$ cat src/rtl/imem_loader.sv
// Boot-time instruction-memory loader: length byte, then 3-byte words, written to a sync port.
// Optional trailing XOR checksum byte when IMEM_LOADER_CHECKSUM_EN is defined.
module imem_loader #(
    parameter int unsigned DEPTH = 32,
    parameter int unsigned AW    = 5
) (
    input  logic          clk,
    input  logic          rst,
    input  logic          start,
    input  logic [7:0]    byte_in,
    input  logic          byte_valid,
    output logic          byte_ready,
    output logic          wr_en,
    output logic [AW-1:0] wr_addr,
    output logic [19:0]   wr_data,
    output logic          busy,
    output logic          cpu_hold,
    output logic          done,
    output logic          error,
    output logic [AW:0]   count
);

    localparam int unsigned CW      = AW + 1;
    localparam logic [7:0]  DEPTH_B = 8'(DEPTH);

    typedef enum logic [3:0] {
        S_IDLE,
        S_LEN,
        S_B0,
        S_B1,
        S_B2,
        S_WRITE,
`ifdef IMEM_LOADER_CHECKSUM_EN
        S_CSUM,
`endif
        S_DONE,
        S_ERR
    } state_t;

    state_t          state_q, state_d;
    logic            accept;
    logic            last_word;
    logic            ready_d;
    logic            busy_d;
    logic [CW-1:0]   len_q;
    logic [3:0]      b0_q;
    logic [7:0]      b1_q;
`ifdef IMEM_LOADER_CHECKSUM_EN
    logic [7:0]      csum_q;
`endif

    assign accept    = byte_valid && byte_ready;
    assign last_word = (CW'(count + 1'b1) == len_q);

    // State register
    always_ff @(posedge clk or posedge rst) begin
        if (rst) begin
            state_q <= S_IDLE;
        end else begin
            state_q <= state_d;
        end
    end

    // Next-state decode plus the next-cycle values of the status outputs
    always_comb begin
        state_d = state_q;
        ready_d = 1'b0;
        busy_d  = 1'b0;
        unique case (state_q)
            S_IDLE, S_DONE, S_ERR: begin
                if (start) state_d = S_LEN;
            end
            S_LEN: begin
                if (accept) begin
                    if (byte_in == 8'd0 || byte_in > DEPTH_B) state_d = S_ERR;
                    else                                      state_d = S_B0;
                end
            end
            S_B0: if (accept) state_d = S_B1;
            S_B1: if (accept) state_d = S_B2;
            S_B2: if (accept) state_d = S_WRITE;
            S_WRITE: begin
                if (last_word) begin
`ifdef IMEM_LOADER_CHECKSUM_EN
                    state_d = S_CSUM;
`else
                    state_d = S_DONE;
`endif
                end else begin
                    state_d = S_B0;
                end
            end
`ifdef IMEM_LOADER_CHECKSUM_EN
            S_CSUM: begin
                if (accept) state_d = (byte_in == csum_q) ? S_DONE : S_ERR;
            end
`endif
            default: state_d = S_IDLE;
        endcase

        ready_d = (state_d == S_LEN) || (state_d == S_B0) ||
                  (state_d == S_B1)  || (state_d == S_B2);
`ifdef IMEM_LOADER_CHECKSUM_EN
        if (state_d == S_CSUM) ready_d = 1'b1;
`endif
        busy_d  = !((state_d == S_IDLE) || (state_d == S_DONE) || (state_d == S_ERR));
    end

    // Registered outputs and datapath; status flags follow the next state
    always_ff @(posedge clk or posedge rst) begin
        if (rst) begin
            byte_ready <= 1'b0;
            wr_en      <= 1'b0;
            wr_addr    <= '0;
            wr_data    <= '0;
            busy       <= 1'b0;
            cpu_hold   <= 1'b0;
            done       <= 1'b0;
            error      <= 1'b0;
            count      <= '0;
            len_q      <= '0;
            b0_q       <= '0;
            b1_q       <= '0;
`ifdef IMEM_LOADER_CHECKSUM_EN
            csum_q     <= '0;
`endif
        end else begin
            byte_ready <= ready_d;
            busy       <= busy_d;
            cpu_hold   <= busy_d;
            wr_en      <= (state_d == S_WRITE);
            done       <= (state_d == S_DONE);
            error      <= (state_d == S_ERR);
            unique case (state_q)
                S_IDLE, S_DONE, S_ERR: begin
                    if (start) count <= '0;
                end
                S_LEN: begin
                    if (accept) begin
                        len_q <= CW'(byte_in);
`ifdef IMEM_LOADER_CHECKSUM_EN
                        csum_q <= byte_in;
`endif
                    end
                end
                S_B0: begin
                    if (accept) begin
                        b0_q <= byte_in[3:0];
`ifdef IMEM_LOADER_CHECKSUM_EN
                        csum_q <= csum_q ^ byte_in;
`endif
                    end
                end
                S_B1: begin
                    if (accept) begin
                        b1_q <= byte_in;
`ifdef IMEM_LOADER_CHECKSUM_EN
                        csum_q <= csum_q ^ byte_in;
`endif
                    end
                end
                S_B2: begin
                    // Word address is the number of words already written
                    if (accept) begin
                        wr_addr <= count[AW-1:0];
                        wr_data <= {b0_q, b1_q, byte_in};
`ifdef IMEM_LOADER_CHECKSUM_EN
                        csum_q  <= csum_q ^ byte_in;
`endif
                    end
                end
                S_WRITE: count <= CW'(count + 1'b1);
                default: ;
            endcase
        end
    end

endmodule

$ cat config.mk
export PLATFORM = sky130hd
export DESIGN_NAME = imem_loader
export DESIGN_NICKNAME = d
export VERILOG_FILES = /design/src/rtl/imem_loader.sv
export SDC_FILE = /design/constraint.sdc
export NUM_CORES = 1
export LEC_CHECK = 0
export ABC_AREA = 0
export BUFFER_PORTS_ARGS = -buffer_cell sky130_fd_sc_hd__buf_2
export CAP_MARGIN = 20
export CORE_MARGIN = 5
export CORE_UTILIZATION = 55
export CTS_BUF_LIST = sky130_fd_sc_hd__clkbuf_8
export CTS_CLUSTER_DIAMETER = 120
export DETAILED_ROUTE_END_ITERATION = 8
export PLACE_DENSITY = 0.9
export SYNTH_ARGS = -nofsm -noshare
export SYNTH_HDL_FRONTEND = slang
export SYNTH_SLANG_ARGS = --single-unit
$ cat constraint.sdc
create_clock -name clk -period 2.9 [get_ports clk]
set_input_delay 0 -clock clk [delete_from_list [all_inputs] [get_ports clk]]
set_output_delay 0 -clock clk [all_outputs]
set_load 0.02 [all_outputs]
Word level (Yosys, flattened, before mapping)
Index checks and enable logic that the tools add are counted.

storage, ports and cells
  register bits = 58
  word-level logic and storage cells = 58

operators by class
  add/sub/neg operators = 1
  $lt $le $gt $ge = 1
  equality and inequality tests = 16
  multiplexer cells = 10
  reduce and logical (&&, ||, !) cells = 18

operator list
  cell                                                                   count
  4-bit by 3-bit == test with 1-bit output (second input constant)       8
  4-bit case mux with 6 select lines                                     1
  4-bit two-way mux                                                      5
  4-bit by 2-bit == test with 1-bit output (second input constant)       4
  6-bit case mux with 2 select lines                                     1
  2-bit AND reduction                                                    5
  4-bit by 1-bit == test with 1-bit output (second input constant)       2
  8-bit by 6-bit > comparator with 1-bit output (second input constant)  1
  4-bit logical NOT                                                      2
  8-bit logical NOT                                                      1
  6-bit by 1-bit adder with 6-bit output (second input constant)         1
  6-bit == test                                                          1
  1-bit logical OR                                                       6
  3-bit two-way mux                                                      2
  6-bit two-way mux                                                      1
  3-bit OR reduction                                                     1
  2-bit != test (second input constant)                                  1
  2-bit nonzero test                                                     1
  1-bit logical AND                                                      1
  1-bit logical NOT                                                      1

Depth between registers and ports, before layout
  word-level depth = 9
  depth in mapped cells = 6

Worst setup path after synthesis
Ideal clock, no wire load.

  kind = reg-to-reg
  from = register count[0]
  to = register error
  library setup time = 120 ps
  arrival = 1795 ps
  required time = 2780 ps
  setup slack = 985 ps
  cell stages (with the launch flop) = 7
  buffers on the path = 0
  cell sequence = dfrtp_1 > ha_1 > nand3_1 > xnor2_1 > nor4_2 > a311oi_4 > and3b_1

between the ends
  longest elaborated chain between the ends = 5

ends and longest elaborated chain
  item                                      RTL line  source
  from (decl)                               20        output logic [AW:0] count
  from (signal assigned)                    172       S_WRITE: count <= CW'(count + 1'b1);
  6-bit by 1-bit adder with 6-bit output    53        assign last_word = (CW'(count + 1'b1) == len_q);
  6-bit == test                             53
  3-bit two-way mux                         83        if (last_word) begin
  4-bit case mux with 6 select lines        69        unique case (state_q)
  4-bit by 3-bit == test with 1-bit output  133       error <= (state_d == S_ERR);
  to (signal assigned)                      133
  to (decl)                                 19        output logic error,

No other way between the ends.
A chain may end at the register's enable or synchronous reset.

Worst setup path after layout
Ends and elaborated chain as after synthesis.

==> flow_summary_export.csv <==
group,metric,value,unit
timing,finalSetupTns,0,ps
synthesis,ys_types,41,
setup_path,reg2reg_to,"error",
global_route,overflow,0,
global_route,antenna_found_initial,0,
floorplan,rows,25,
setup_path,cp_max_fo,8,
clock_network,ctsLongestPathBuffers,2,
floorplan,dieArea,6170,um2
clock_network,root_buffer,"clkbuf_8",
clock_network,cts_made_buffers,9,
synthesis,netlist_area,2580,um2
drt,first_pass_iters,4,
setup_path,crit_arrival,2180,ps
synthesis,netlist_instances,192,
drt,ant_nets,0,
flow_run,maxCapViolCount,0,
setup_path,critPathKind,"register to register",
global_route,grt_pass1_vias,1870,
place,place.gp.congestion,0.767,
floorplan,core-area,4630,um2
finish,final_core_util,67.3,%
drt,vias_per_cell,5.48,
drt,wl_per_cell,16.5,um
clock_network,cts_sinks,58,
clock_network,htreeDepth,3,
timing,slew_viol_final,0,
finish,synthToLayoutAreaGrowth,20.7,%
floorplan,start_util,55.8,%
drt,drc,0,
finish,final_cells,314,
place,dp_cells,289,
synthesis,syn_area_per_cell,13.5,um2
floorplan,io_pins,49,
setup_path,crit_end,"error",
global_route,grt_util_all_layers,19.0,%
floorplan,fp.dieH,78.5,um
setup_path,end_kind,"register",
setup_path,cp-start-kind,"register",
synthesis,synth-seq-cells,58,
drt,vias,1721,
setup_path,cp-startpoint,"count[0]",
drt,initialDrtViolationCount,58,
pwr,cellPowerDensity,690,nW/um2
synthesis,async_flop_share,100,%
global_route,grt_pass1_wl,8910,um
timing,rsz0062_at_grt,"no",
clock_network,path_clk_slew,70,ps
setup_path,worstReg2RegStart,"count[0]",
finish,design_area,3120,um2
timing,max_freq,512,MHz
setup_path,crit_required,3120,ps
outcome,status,"completed",
synthesis,synth_edf_count,0,
clock_network,cts_setup_buffers,0,
synthesis,yosys.area_share.simple,11.2,%
timing,period_share,67.4,%
timing,maxSlewHeadroom,50.4,%
place,post_dp_cell_area,2860,um2
synthesis,yosys.area_share.xor_xnor,4.07,%
synthesis,synth_top_family_by_area,"multiplexers",
synthesis,ys_seq_area_share,56.2,%
synthesis,syn_nets,205,
finish,diodes,0,
synthesis,ys_warn_count,0,
pwr,leakagePower,0.00168,uW
place,io_buffers,48,
synthesis,synth-compound-area-share,7.17,%
timing,finClkSkew,6.67,ps
pwr,vdd_drop_max,0.400,mV
finish,final_nets,268,
setup_path,r2r_cells,6,
timing,worst_pin_slew,743,ps
setup_path,r2r_slack,950,ps
drt,finalWirelength,5190,um
finish,drive_above_1_share,41.9,%
synthesis,synthFlopType,"dfrtp_1",
timing,period_needed,1950,ps
synthesis,synthAdderAreaFrac,0.484,%
timing,setup_viol,0,
worst_hold_path,hp-class,"input pin to register",
clock_network,clk_latency,330,ps
place,dp_hpwl,3560,um
timing,final_hold_viol_count,0,
floorplan,die_w,78.5,um
synthesis,synth_mux_area_share,18.3,%
clock_network,cts_tree,"done",
global_route,grt_max_degree,38,
## worst min path at each step
stage                     cells after the start  slack [ps]     endpoint        from
after floorplan                               1         150     len_q[0]  byte_in[0]
after global placement                        2         160  wr_data[15]         rst
after detailed placement                      2         170   state_q[1]         rst
after CTS                                     4         150   state_q[1]       start
after global routing                          4         200   state_q[1]       start
final                                         4         170   state_q[1]       start
## metal layers
| metal | global-route usage, % | vias to the layer above | share of wire, % |
|---|---|---|---|
| met5 | 0 | - | 0 |
| met4 | 8.22 | 0 | 2.4 |
| met3 | 6.88 | 12 | 5.1 |
| met2 | 31.4 | 44 | 49 |
| met1 | 22.2 | 854 | 43 |
| li1 | - | 811 | - |
## sequential cells by signal (all words and copies together) (netlist names)
register and count:
wr_en 1, wr_addr 5, error 1, byte_ready 1, state_q 4, cpu_hold 1
b1_q 8, done 1, wr_data 20, count 6, b0_q 4, len_q 6
## layout make-up
type / instances / area (um2)
repair buffers: 59 / 345
inverters: 4 / 15.0
multi-input cells: 123 / 1070
flip-flops and latches: 58 / 1450
fillers: 335 / 1510
clock inverters: 7 / 45.0
clock buffers: 9 / 124
well taps: 54 / 67.6
## power breakdown
group	internal (uW)	leakage (uW)	switching, uW
logic	221	0.000798	251
registers	941	0.000791	107
clock network	307	0.0000891	323
total	1470	0.00168	682
## worst max-delay path: stages (launching register included)
cell and delay, ps:
dfrtp_1 470, ha_1 280, nand3_1 150, xnor2_1 220, nor4_2 90, a311oi_4 410, and3b_1 230
## synthesized netlist by cell type, types with 2 or more instances
| library cell | n | share of area, % |
|---|---|---|
| nor2b_1 | 2 | 0.48 |
| and2_1 | 2 | 0.48 |
| buf_4 | 5 | 1.5 |
| dfrtp_1 | 58 | 56 |
| o31ai_1 | 2 | 0.58 |
| a211oi_1 | 3 | 0.87 |
| inv_1 | 4 | 0.58 |
| o21ai_0 | 10 | 1.9 |
| mux2_1 | 7 | 3.1 |
| a21oi_1 | 2 | 0.39 |
| nor4_2 | 2 | 0.97 |
| and3b_1 | 2 | 0.68 |
| nor2_1 | 4 | 0.58 |
| nand3_1 | 5 | 0.97 |
| nand2_1 | 10 | 1.5 |
| nor3b_1 | 2 | 0.58 |
| xnor2_1 | 7 | 2.4 |
| a21o_1 | 2 | 0.58 |
| o211a_1 | 2 | 0.78 |
| and3_1 | 2 | 0.48 |
| and4bb_1 | 2 | 0.97 |
| mux2_2 | 34 | 15 |
| xor2_1 | 5 | 1.7 |
## placed cells by master (no fill, tap or decap), types with 4 or more instances in the layout
cell           instances
dfrtp_1               58
buf_2                 48
mux2_2                34
nand2_1               10
o21ai_0               10
clkbuf_8               9
dlygate4sd3_1          9
mux2_1                 7
xnor2_1                7
nand3_1                5
xor2_1                 5
nor2_1                 4
clkinv_2               4
## cell families (layout without fill, tap and decap cells)
logic type | count (synthesis) | in the layout
buf+inv | 11 | 79
other cells | 1 | 1
simple gates | 42 | 42
xor+xnor | 12 | 12
compound gates | 25 | 25
mux | 42 | 42
flops | 58 | 58
fa+ha+maj | 1 | 1
## stage by stage
step / setup WS, ps / hold slack, ps / power (uW)
floorplan: 985 / 150 / 1400
global placement: 1040 / 164 / 1500
detailed placement: 957 / 165 / 1530
CTS: 943 / 151 / 2170
global route: 779 / 198 / 2270
finish: 945 / 168 / 2150
## what timing repair did
item | 4_1_cts | 5_1_grt
gates resized for setup | 0 | 0
hold buffers | 9 | 0
endpoints found under the hold margin | 62 | 0
setup endpoints to repair | 0 | 0
Power figures use the tool's default switching activity.
